## src/rtl/ei_axi4_ctrl_pkg.sv

```systemverilog
// ----------------------------------------------------------------------------
// ei_axi4_ctrl_pkg
// Shared types and constants for the AXI4 reset/watchdog controller:
//   - reset-sequencer FSM state encoding (also exported on state_o)
//   - monitored channel indices (bit positions in ch_valid_i/ch_ready_i)
//   - default parameter values
// ----------------------------------------------------------------------------
package ei_axi4_ctrl_pkg;

    typedef enum logic [1:0] {
        ASSERT  = 2'd0,
        SETTLE  = 2'd1,
        RUN     = 2'd2,
        TIMEOUT = 2'd3
    } ei_axi4_rst_state_e;

    localparam int CH_AW = 0;
    localparam int CH_W  = 1;
    localparam int CH_B  = 2;
    localparam int CH_AR = 3;
    localparam int CH_R  = 4;

    localparam int NUM_CH_DEF        = 5;
    localparam int RST_CYCLES_DEF    = 4;
    localparam int SETTLE_CYCLES_DEF = 2;
    localparam int STALL_LIMIT_DEF   = 256;
    localparam int IDLE_TIMEOUT_DEF  = 1024;
    localparam int CNT_W_DEF         = 16;

endpackage

```

## src/rtl/ei_axi4_chan_watch.sv

```systemverilog
// ----------------------------------------------------------------------------
// ei_axi4_chan_watch
// Progress monitor for one valid/ready channel: saturating handshake counter
// plus a consecutive-stall counter with a sticky stall flag.
// Ports:
//   aclk, aresetn   clock, synchronous active-low reset
//   en_i            count/observe only while high
//   clr_i           synchronous clear of all state (wins over en_i)
//   valid_i/ready_i channel handshake signals
//   hs_cnt_o        handshake count, saturates at all-ones
//   stall_o         sticky flag, set once STALL_LIMIT stall cycles are seen
// ----------------------------------------------------------------------------
module ei_axi4_chan_watch #(
    parameter int CNT_W       = 16,
    parameter int STALL_LIMIT = 256
) (
    input  logic             aclk,
    input  logic             aresetn,
    input  logic             en_i,
    input  logic             clr_i,
    input  logic             valid_i,
    input  logic             ready_i,
    output logic [CNT_W-1:0] hs_cnt_o,
    output logic             stall_o
);

    localparam int SW = $clog2(STALL_LIMIT + 1);
    localparam logic [CNT_W-1:0] CNT_MAX   = '1;
    localparam logic [SW-1:0]    STALL_LIM = SW'(STALL_LIMIT);

    logic [CNT_W-1:0] hs_cnt_q;
    logic [SW-1:0]    stall_cnt_q;
    logic             stall_q;

    always_ff @(posedge aclk) begin
        if (!aresetn || clr_i) begin
            hs_cnt_q    <= '0;
            stall_cnt_q <= '0;
            stall_q     <= 1'b0;
        end else if (en_i) begin
            if (valid_i && ready_i) begin
                if (hs_cnt_q != CNT_MAX) begin
                    hs_cnt_q <= hs_cnt_q + 1'b1;
                end
                stall_cnt_q <= '0;
            end else if (valid_i) begin
                // Counter parks at the limit; the flag is set on the edge
                // that brings it there so it is visible the following cycle.
                if (stall_cnt_q != STALL_LIM) begin
                    stall_cnt_q <= stall_cnt_q + 1'b1;
                end
                if (stall_cnt_q == STALL_LIM - 1'b1) begin
                    stall_q <= 1'b1;
                end
            end else begin
                stall_cnt_q <= '0;
            end
        end
    end

    assign hs_cnt_o = hs_cnt_q;
    assign stall_o  = stall_q;

endmodule

```

## src/rtl/ei_axi4_reset_watchdog_ctrl.sv

```systemverilog
// ----------------------------------------------------------------------------
// ei_axi4_reset_watchdog_ctrl
// Generates the AXI4 interface reset with a programmable length, then watches
// all channels for progress: per-channel handshake counts, per-channel stall
// flags and a global idle watchdog that parks the FSM in TIMEOUT.
//
//   state   | meaning
//   --------+-----------------------------------------------------------
//   ASSERT  | axi_aresetn_o low, length counter running down
//   SETTLE  | reset released, waiting SETTLE_CYCLES before monitoring
//   RUN     | monitoring enabled, idle watchdog running
//   TIMEOUT | idle limit hit; counters frozen until rst_req_i / aresetn
//
// Ports:
//   aclk, aresetn          clock, synchronous active-low reset
//   rst_req_i, rst_len_i   re-run reset sequence, length (0 -> RST_CYCLES)
//   ch_valid_i, ch_ready_i per-channel VALID/READY (AW, W, B, AR, R)
//   axi_aresetn_o          generated active-low interface reset
//   mon_en_o               high while in RUN
//   hs_cnt_o               packed handshake counts, channel i at [i*CNT_W +: CNT_W]
//   stall_o, timeout_o     sticky stall flags, sticky idle-timeout flag
//   state_o                current FSM state
// ----------------------------------------------------------------------------
module ei_axi4_reset_watchdog_ctrl
    import ei_axi4_ctrl_pkg::*;
#(
    parameter int NUM_CH        = NUM_CH_DEF,
    parameter int RST_CYCLES    = RST_CYCLES_DEF,
    parameter int SETTLE_CYCLES = SETTLE_CYCLES_DEF,
    parameter int STALL_LIMIT   = STALL_LIMIT_DEF,
    parameter int IDLE_TIMEOUT  = IDLE_TIMEOUT_DEF,
    parameter int CNT_W         = CNT_W_DEF
) (
    input  logic                    aclk,
    input  logic                    aresetn,
    input  logic                    rst_req_i,
    input  logic [7:0]              rst_len_i,
    input  logic [NUM_CH-1:0]       ch_valid_i,
    input  logic [NUM_CH-1:0]       ch_ready_i,
    output logic                    axi_aresetn_o,
    output logic                    mon_en_o,
    output logic [NUM_CH*CNT_W-1:0] hs_cnt_o,
    output logic [NUM_CH-1:0]       stall_o,
    output logic                    timeout_o,
    output logic [1:0]              state_o
);

    localparam int IW = $clog2(IDLE_TIMEOUT + 1);
    localparam logic [IW-1:0] IDLE_LIM   = IW'(IDLE_TIMEOUT);
    localparam logic [7:0]    RST_LEN    = 8'(RST_CYCLES);
    localparam logic [7:0]    SETTLE_LEN = 8'(SETTLE_CYCLES);

    ei_axi4_rst_state_e state_q;
    logic [7:0]         len_cnt_q;
    logic [IW-1:0]      idle_q;
    logic [IW-1:0]      idle_d;
    logic               timeout_q;
    logic               axi_aresetn_q;
    logic               mon_en_q;
    logic [7:0]         req_len_d;
    logic [NUM_CH-1:0]  hs;
    logic               watch_en;

    assign hs       = ch_valid_i & ch_ready_i;
    assign idle_d   = idle_q + 1'b1;
    assign watch_en = (state_q == RUN) && !rst_req_i;

    // Load value is length-1: the request edge itself is the first low cycle.
    // After aresetn the full RST_CYCLES is loaded since the low phase is
    // counted from the release edge.
    assign req_len_d = (rst_len_i == 8'd0) ? RST_LEN - 8'd1 : rst_len_i - 8'd1;

    always_ff @(posedge aclk) begin
        if (!aresetn) begin
            state_q       <= ASSERT;
            len_cnt_q     <= RST_LEN;
            idle_q        <= '0;
            timeout_q     <= 1'b0;
            axi_aresetn_q <= 1'b0;
            mon_en_q      <= 1'b0;
        end else if (rst_req_i) begin
            state_q       <= ASSERT;
            len_cnt_q     <= req_len_d;
            idle_q        <= '0;
            timeout_q     <= 1'b0;
            axi_aresetn_q <= 1'b0;
            mon_en_q      <= 1'b0;
        end else begin
            case (state_q)
                ASSERT: begin
                    if (len_cnt_q == 8'd0) begin
                        axi_aresetn_q <= 1'b1;
                        if (SETTLE_CYCLES == 0) begin
                            state_q  <= RUN;
                            mon_en_q <= 1'b1;
                        end else begin
                            state_q   <= SETTLE;
                            len_cnt_q <= SETTLE_LEN - 8'd1;
                        end
                    end else begin
                        len_cnt_q <= len_cnt_q - 8'd1;
                    end
                end
                SETTLE: begin
                    if (len_cnt_q == 8'd0) begin
                        state_q  <= RUN;
                        mon_en_q <= 1'b1;
                    end else begin
                        len_cnt_q <= len_cnt_q - 8'd1;
                    end
                end
                RUN: begin
                    if (|hs) begin
                        idle_q <= '0;
                    end else begin
                        idle_q <= idle_d;
                        if (idle_d == IDLE_LIM) begin
                            timeout_q <= 1'b1;
                            state_q   <= TIMEOUT;
                            mon_en_q  <= 1'b0;
                        end
                    end
                end
                TIMEOUT: begin
                end
                default: begin
                    state_q <= ASSERT;
                end
            endcase
        end
    end

    for (genvar gi = 0; gi < NUM_CH; gi++) begin : g_ch
        ei_axi4_chan_watch #(
            .CNT_W       (CNT_W),
            .STALL_LIMIT (STALL_LIMIT)
        ) u_watch (
            .aclk     (aclk),
            .aresetn  (aresetn),
            .en_i     (watch_en),
            .clr_i    (rst_req_i),
            .valid_i  (ch_valid_i[gi]),
            .ready_i  (ch_ready_i[gi]),
            .hs_cnt_o (hs_cnt_o[gi*CNT_W +: CNT_W]),
            .stall_o  (stall_o[gi])
        );
    end

    assign axi_aresetn_o = axi_aresetn_q;
    assign mon_en_o      = mon_en_q;
    assign timeout_o     = timeout_q;
    assign state_o       = state_q;

endmodule
```

## config.mk

```make
export PLATFORM = sky130hd
export DESIGN_NAME = ei_axi4_reset_watchdog_ctrl
export DESIGN_NICKNAME = d
export VERILOG_FILES = /design/src/rtl/ei_axi4_ctrl_pkg.sv /design/src/rtl/ei_axi4_chan_watch.sv /design/src/rtl/ei_axi4_reset_watchdog_ctrl.sv
export SDC_FILE = /design/constraint.sdc
export NUM_CORES = 1
export LEC_CHECK = 0
export ABC_AREA = 1
export CAP_MARGIN = 40
export CORE_UTILIZATION = 52
export CTS_CLUSTER_DIAMETER = 60
export DETAILED_ROUTE_END_ITERATION = 16
export PLACE_DENSITY_LB_ADDON = 0.05
export SYNTH_ARGS = -nofsm -noshare
export SYNTH_HDL_FRONTEND = slang
export SYNTH_HIERARCHICAL = 1
export SYNTH_SLANG_ARGS = --single-unit
export TNS_END_PERCENT = 1
```

## constraint.sdc

```tcl
create_clock -name aclk -period 2 [get_ports aclk]
set_clock_uncertainty 0.1 [all_clocks]
set_input_delay 0.3 -clock aclk [delete_from_list [all_inputs] [get_ports aclk]]
set_output_delay 0.3 -clock aclk [all_outputs]
set_load 0.05 [all_outputs]
```

Word-level counts from Yosys, hierarchy flattened
Index checks and enable logic that the tools add are counted.
Widths: inputs -> output; s select.
{"block": "op_classes", "addsub": 13, "n_eq_ne": 28, "n_mux": 30, "bitwise_logic": 8, "reduce_logical": 37}
{"operator": "$mux 9", "count": 15}
{"operator": "$add 16x1->16 const B", "count": 5}
{"operator": "$ne 16x16->1 const B", "count": 5}
{"operator": "$add 9x1->9 const B", "count": 5}
{"operator": "$eq 9x8->1 const B", "count": 5}
{"operator": "$ne 9x9->1 const B", "count": 5}
{"operator": "$mux 8", "count": 4}
{"operator": "$reduce_and 4->1", "count": 6}
{"operator": "$reduce_and 3->1", "count": 6}
{"operator": "$logic_not 8->1", "count": 2}
{"operator": "$pmux 8 s2", "count": 1}
{"operator": "$sub 8x1->8 const B", "count": 2}
{"operator": "$ne 3x1->1 const B", "count": 5}
{"operator": "$reduce_and 2->1", "count": 7}
{"operator": "$add 11x1->11 const B", "count": 1}
{"operator": "$eq 11x11->1 const B", "count": 1}
{"operator": "$mux 11", "count": 1}
{"operator": "$mux 2", "count": 4}
{"operator": "$not 1->1", "count": 7}
{"operator": "$logic_and 1x1->1", "count": 6}
{"operator": "$ne 2x2->1 const B", "count": 3}
{"operator": "$pmux 2 s3", "count": 1}
{"operator": "$reduce_bool 3->1", "count": 2}
{"operator": "$and 5x5->5", "count": 1}
{"operator": "other kinds (13)", "count": 16}
{"block": "totals", "reg_bits": 154, "inputBits": 21, "out_inout_bits": 90, "wordCells": 137}

Longest topological paths before layout
{"block": "logic_depth", "depth_word": 5, "ltp_mapped": 13, "ltp_nobuf": 13}

Modules after synthesis
Netlist, hierarchy kept.
{"mod": "ei_axi4_chan_watch (g_ch[0].u_watch ...)", "instances": 4, "cells_per_inst": 240, "area_each_um2": 1560.2, "seq_area_each_um2": 520.5}
{"mod": "ei_axi4_reset_watchdog_ctrl", "instances": 1, "cells_per_inst": 250, "area_each_um2": 1651.6, "seq_area_each_um2": 480.5}
{"mod": "ei_axi4_chan_watch (g_ch[3].u_watch)", "instances": 1, "cells_per_inst": 240, "area_each_um2": 1535.2, "seq_area_each_um2": 520.5}

Worst setup path before layout
Ideal clock, no wire load.
{"block": "synth_timing", "path_type": "register to register", "startpoint": "register state_q[0] (netlist: state_o[0])", "endpoint": "register g_ch[0].u_watch.hs_cnt_q[2]", "setup_ns": 0.069, "arrival_time_ns": 2.359, "path_slack_ns": -0.529, "stages_incl_launch_ff": 13, "synth_period_minus_slack_ns": 2.529, "cell_sequence": "dfxtp_1 inv_1 ha_1 inv_1 clkbuf_1 nor2_1 clkbuf_1 nand2_1 inv_1 o21ai_2 buf_6 nand2_1 a21oi_2"}
{"block": "synth_via", "elab_chain_cells": 3}
{"item": "start: declaration", "line": "ei_axi4_reset_watchdog_ctrl.sv:53", "rtl": "ei_axi4_rst_state_e state_q;"}
{"item": "start signal: assignment", "line": "ei_axi4_reset_watchdog_ctrl.sv:75", "rtl": "state_q <= ASSERT;"}
{"item": "start signal: assignment", "line": "ei_axi4_reset_watchdog_ctrl.sv:82", "rtl": "state_q <= ASSERT;"}
{"item": "start signal: assignment", "line": "ei_axi4_reset_watchdog_ctrl.sv:94", "rtl": "state_q <= RUN;"}
{"item": "$eq 2x2->1", "line": "ei_axi4_reset_watchdog_ctrl.sv:66", "rtl": "assign watch_en = (state_q == RUN) && !rst_req_i;"}
{"item": "$logic_and 1x1->1", "line": "ei_axi4_reset_watchdog_ctrl.sv:66"}
{"item": "named net watch_en", "line": "ei_axi4_reset_watchdog_ctrl.sv:62", "rtl": "logic watch_en;"}
{"item": "$reduce_and 3->1 (no source line)"}
{"item": "end signal: assignment", "line": "ei_axi4_chan_watch.sv:43", "rtl": "hs_cnt_q <= hs_cnt_q + 1'b1;"}
{"item": "end: declaration", "line": "ei_axi4_chan_watch.sv:31", "rtl": "logic [CNT_W-1:0] hs_cnt_q;"}
The timed path passes the listed nets, and every way through them passes these cells.
A chain may end at the register's enable or synchronous reset.

Worst setup path after layout
{"block": "layout_timing", "startpoint": "register state_q[0] (netlist: state_o[0])", "endpoint": "register g_ch[3].u_watch.hs_cnt_q[2]"}
{"block": "layout_via", "elab_chain_cells": 3}
{"item": "$eq 2x2->1", "line": "ei_axi4_reset_watchdog_ctrl.sv:66"}
{"item": "$logic_and 1x1->1", "line": "ei_axi4_reset_watchdog_ctrl.sv:66"}
{"item": "named net watch_en", "line": "ei_axi4_reset_watchdog_ctrl.sv:62"}
{"item": "$reduce_and 3->1 (no source line)"}
{"item": "end signal: assignment", "line": "ei_axi4_chan_watch.sv:43"}
{"item": "end: declaration", "line": "ei_axi4_chan_watch.sv:31"}
The timed path passes the listed nets, and every way through them passes these cells.

==> qor.yml <==
power_and_ir_drop:
  switching_share_pct: 23.7
  p_int_uw: 5550
  p_per_area_nw_per_um2: 617
  p_clk_share_pct: 46.9
  switching_power_uw: 1720
  p_seq_share_pct: 43.1
  pwr-share-comb_pct: 10.0
  p_total_uw: 7280
  p_leak_uw: 0.00479
  peakVddDrop_uv: 661
grt:
  grt_max_degree: 18
  grt_pass1_vias: 8462
  grt_use_total_pct: 25.3
  antenna_found_initial: 0
  grt_pass1_wl_um: 38200
  gr-total-overflow: 0
final_layout:
  mostFrequentLayoutCells: "nand2_1 (392), inv_1 (197), nor2_1 (187)"
  fin_nets: 1670
  diodes: 0
  final_common_cell: "nand2_1"
  area_delta_synth_final_pct: 25.0
  instances_no_fill: 1856
  stdcell_area_um2: 11800
  final_layout_size_suffix_gt1_share_pct: 13.5
floorplan:
  die_h_um: 137
  fp-row-count: 48
  die_w_um: 137
  core_area_um2: 17500
  initial_core_util_pct: 53.9
  pin_count: 111
  dieArea_um2: 18700
yosys:
  ys_seq_area_share_pct: 32.7
  synth-edff-count: 0
  ys.flop_type: "dfxtp_1"
  synth.avg_cell_area_um2: 6.50
  syn_area_um2: 9430
  synth-seq-cells: 154
  synth_cells: 1450
  yosys-top-cells-area: "dfxtp_1 (33%), nand2_1 (16%), inv_1 (7.8%), nor2_1 (7.5%), a21oi_1 (5.1%)"
  yosys.area.top_type_share_pct: 32.7
  synthArstFlopShare_pct: 0
  synthDistinctLibCells: 37
  synth.net_count: 1501
  synth-warning-count: 6
  yosys.area.top_type: "dfxtp_1"
placement:
  pre_cts_ws_ns: -0.0981
  dpl.hpwl_um: 16500
  port_buffers: 110
  placed_cell_area_um2: 11200
  placed_cells: 1825
  gp_congestion: 0.853
critical_path:
  critPathArrivalTime_ns: 2.11
  cp.required_ns: 2.27
  critical-path-max-stage-delay_ns: 0.34
  cp_max_fo: 17
  crit_path_end_kind: "register"
  timing.critical_path.mode_cell: "inv_1"
  cp_cell_sequence: "inv_1 -> ha_1 -> inv_1 -> nor2_4 -> buf_12 -> nand2_1 -> inv_1 -> o21ai_2 -> nand2_1 -> a21oi_2"
  startpoint_type: "register"
  crit_family: "buffers and inverters"
  worstSetupPathType: "reg2reg"
  slowest_stage: "dfxtp_4"
  cp_num_buf_inv: 4
detailed_routing:
  antenna_left: 0
  wire_per_inst_um: 12.3
  top_layer: "met4"
  vias: 9371
  dr.pass1.iters: 5
  wl_met1_um: 10500
  wl_met2_um: 11000
  route.met3.wl_um: 965
  vias_per_cell: 5.05
  first_iter_violations: 515
  wirelength_um: 22800
  route.detailed.drc: 0
clocking:
  clk_latency_ns: 0.43
  cts_buffers: 17
  path_clk_slew_ns: 0.06
  clock-root-buffer: "clkbuf_16"
  cts_sinks: 154
  cts_tree: "done"
  cts_buffer_depth: 2
  postCtsHoldBufs: 0
  h-tree-depth: 4
timing:
  finalHoldViolCount: 0
  slew_headroom_pct: 53.7
  worst_pin_slew_ns: 0.693
  drv_slew: 0
  max_freq_mhz: 543
  fin_ws_ns: 0.159
  timing.final.crit_share_pct: 92.1
  rsz0062_at_grt: "false"
  hold_slack_ns: 0.370
  finalSetupViolCount: 0
  period_minus_slack_ns: 1.84
status:
  status: "finished, final reports clean"
run:
  drv_cap: 0
min_path:
  hold_path_class: "reg2reg"
-- flip-flops by register name, indices dropped and copies added, names as in the netlist --
name / count
g_ch.u_watch/hs_cnt_o: 80
g_ch.u_watch/stall_o: 5
timeout_o: 1
axi_aresetn_o: 1
len_cnt_q: 8
state_o: 2
g_ch.u_watch/stall_cnt_q: 45
idle_q: 11
mon_en_o: 1
-- path summary, 6_finish.rpt --
kind	start	endpoint	slack, ns	cells past startpoint
max	state_o[0]	g_ch[3].u_watch/hs_cnt_o[2]	0.16	10
min	g_ch[2].u_watch/stall_o	g_ch[2].u_watch/stall_o	0.37	2
max reg2reg	state_o[0]	g_ch[3].u_watch/hs_cnt_o[2]	0.16	10
min reg2reg	g_ch[2].u_watch/stall_o	g_ch[2].u_watch/stall_o	0.37	2
-- power by group through the flow --
stage | sequential (uW) | clock (uW) | combinational, uW
final | 3130 | 3420 | 727
after global routing | 3140 | 3630 | 814
after CTS | 3130 | 3480 | 721
after detailed placement | 3200 | 0 | 719
after global placement | 3200 | 0 | 709
after floorplan | 3230 | 0 | 431
-- worst register-to-register path: stages, from the launching register on --
cell and delay, ns:
dfxtp_4 0.34, inv_1 0.05, ha_1 0.21, inv_1 0.16, nor2_4 0.05, buf_12 0.16, nand2_1 0.13, inv_1 0.09
o21ai_2 0.20, nand2_1 0.13, a21oi_2 0.15
-- through the flow --
stage	setup TNS (ns)	utilization, %
2_1_floorplan	-0.199	-
3_3_place_gp	-0.125	64.0
3_5_place_dp	-1.56	64.0
4_1_cts	0	67.2
5_1_grt	0	67.5
6_report	0	67.5
-- timing repair --
item / in CTS / in global routing
buffers inserted: 0 / 0
endpoints found under the setup margin: 56 / 27
pin swaps: 0 / 0
hold endpoints to repair: 0 / 0
cloned: 0 / 0
gates resized for setup: 56 / 14
-- synthesized netlist by cell type, drive strengths merged (6+ instances only) --
cell      n
inv     197
dfxtp   154
clkbuf   14
nor2    219
xnor2    13
nand3    82
a21oi   122
o21ai    62
o21bai   22
nand4    57
nand2   402
o22ai     6
ha       30
xor2     27
buf      20
-- layer usage --
| layer | global-route usage (%) | up-vias |
|---|---|---|
| met5 | 0 | - |
| met4 | 7.53 | 0 |
| met3 | 4.96 | 23 |
| met2 | 43.8 | 156 |
| met1 | 31.4 | 4209 |
| li1 | - | 4983 |
-- layout make-up --
class	count	area, um2
timing repair buffer	184	1610
sequential	154	3090
fill	1537	5690
inverter	198	743
clock buffer	24	513
tap	225	282
multi-input combinational	1064	5440
clock inverter	7	110
-- logic make-up after synthesis --
| family | count (synthesis) | share of synthesized area [%] |
|---|---|---|
| AOI/OAI and AO/OA | 228 | 14.4 |
| xor gates and xnor gates | 40 | 3.72 |
| adders and majority gates | 30 | 3.98 |
| buffers and inverters | 232 | 10.2 |
| DFF | 154 | 32.7 |
| and+or+nand+nor | 766 | 35.1 |
Power figures use the tool's default switching activity.
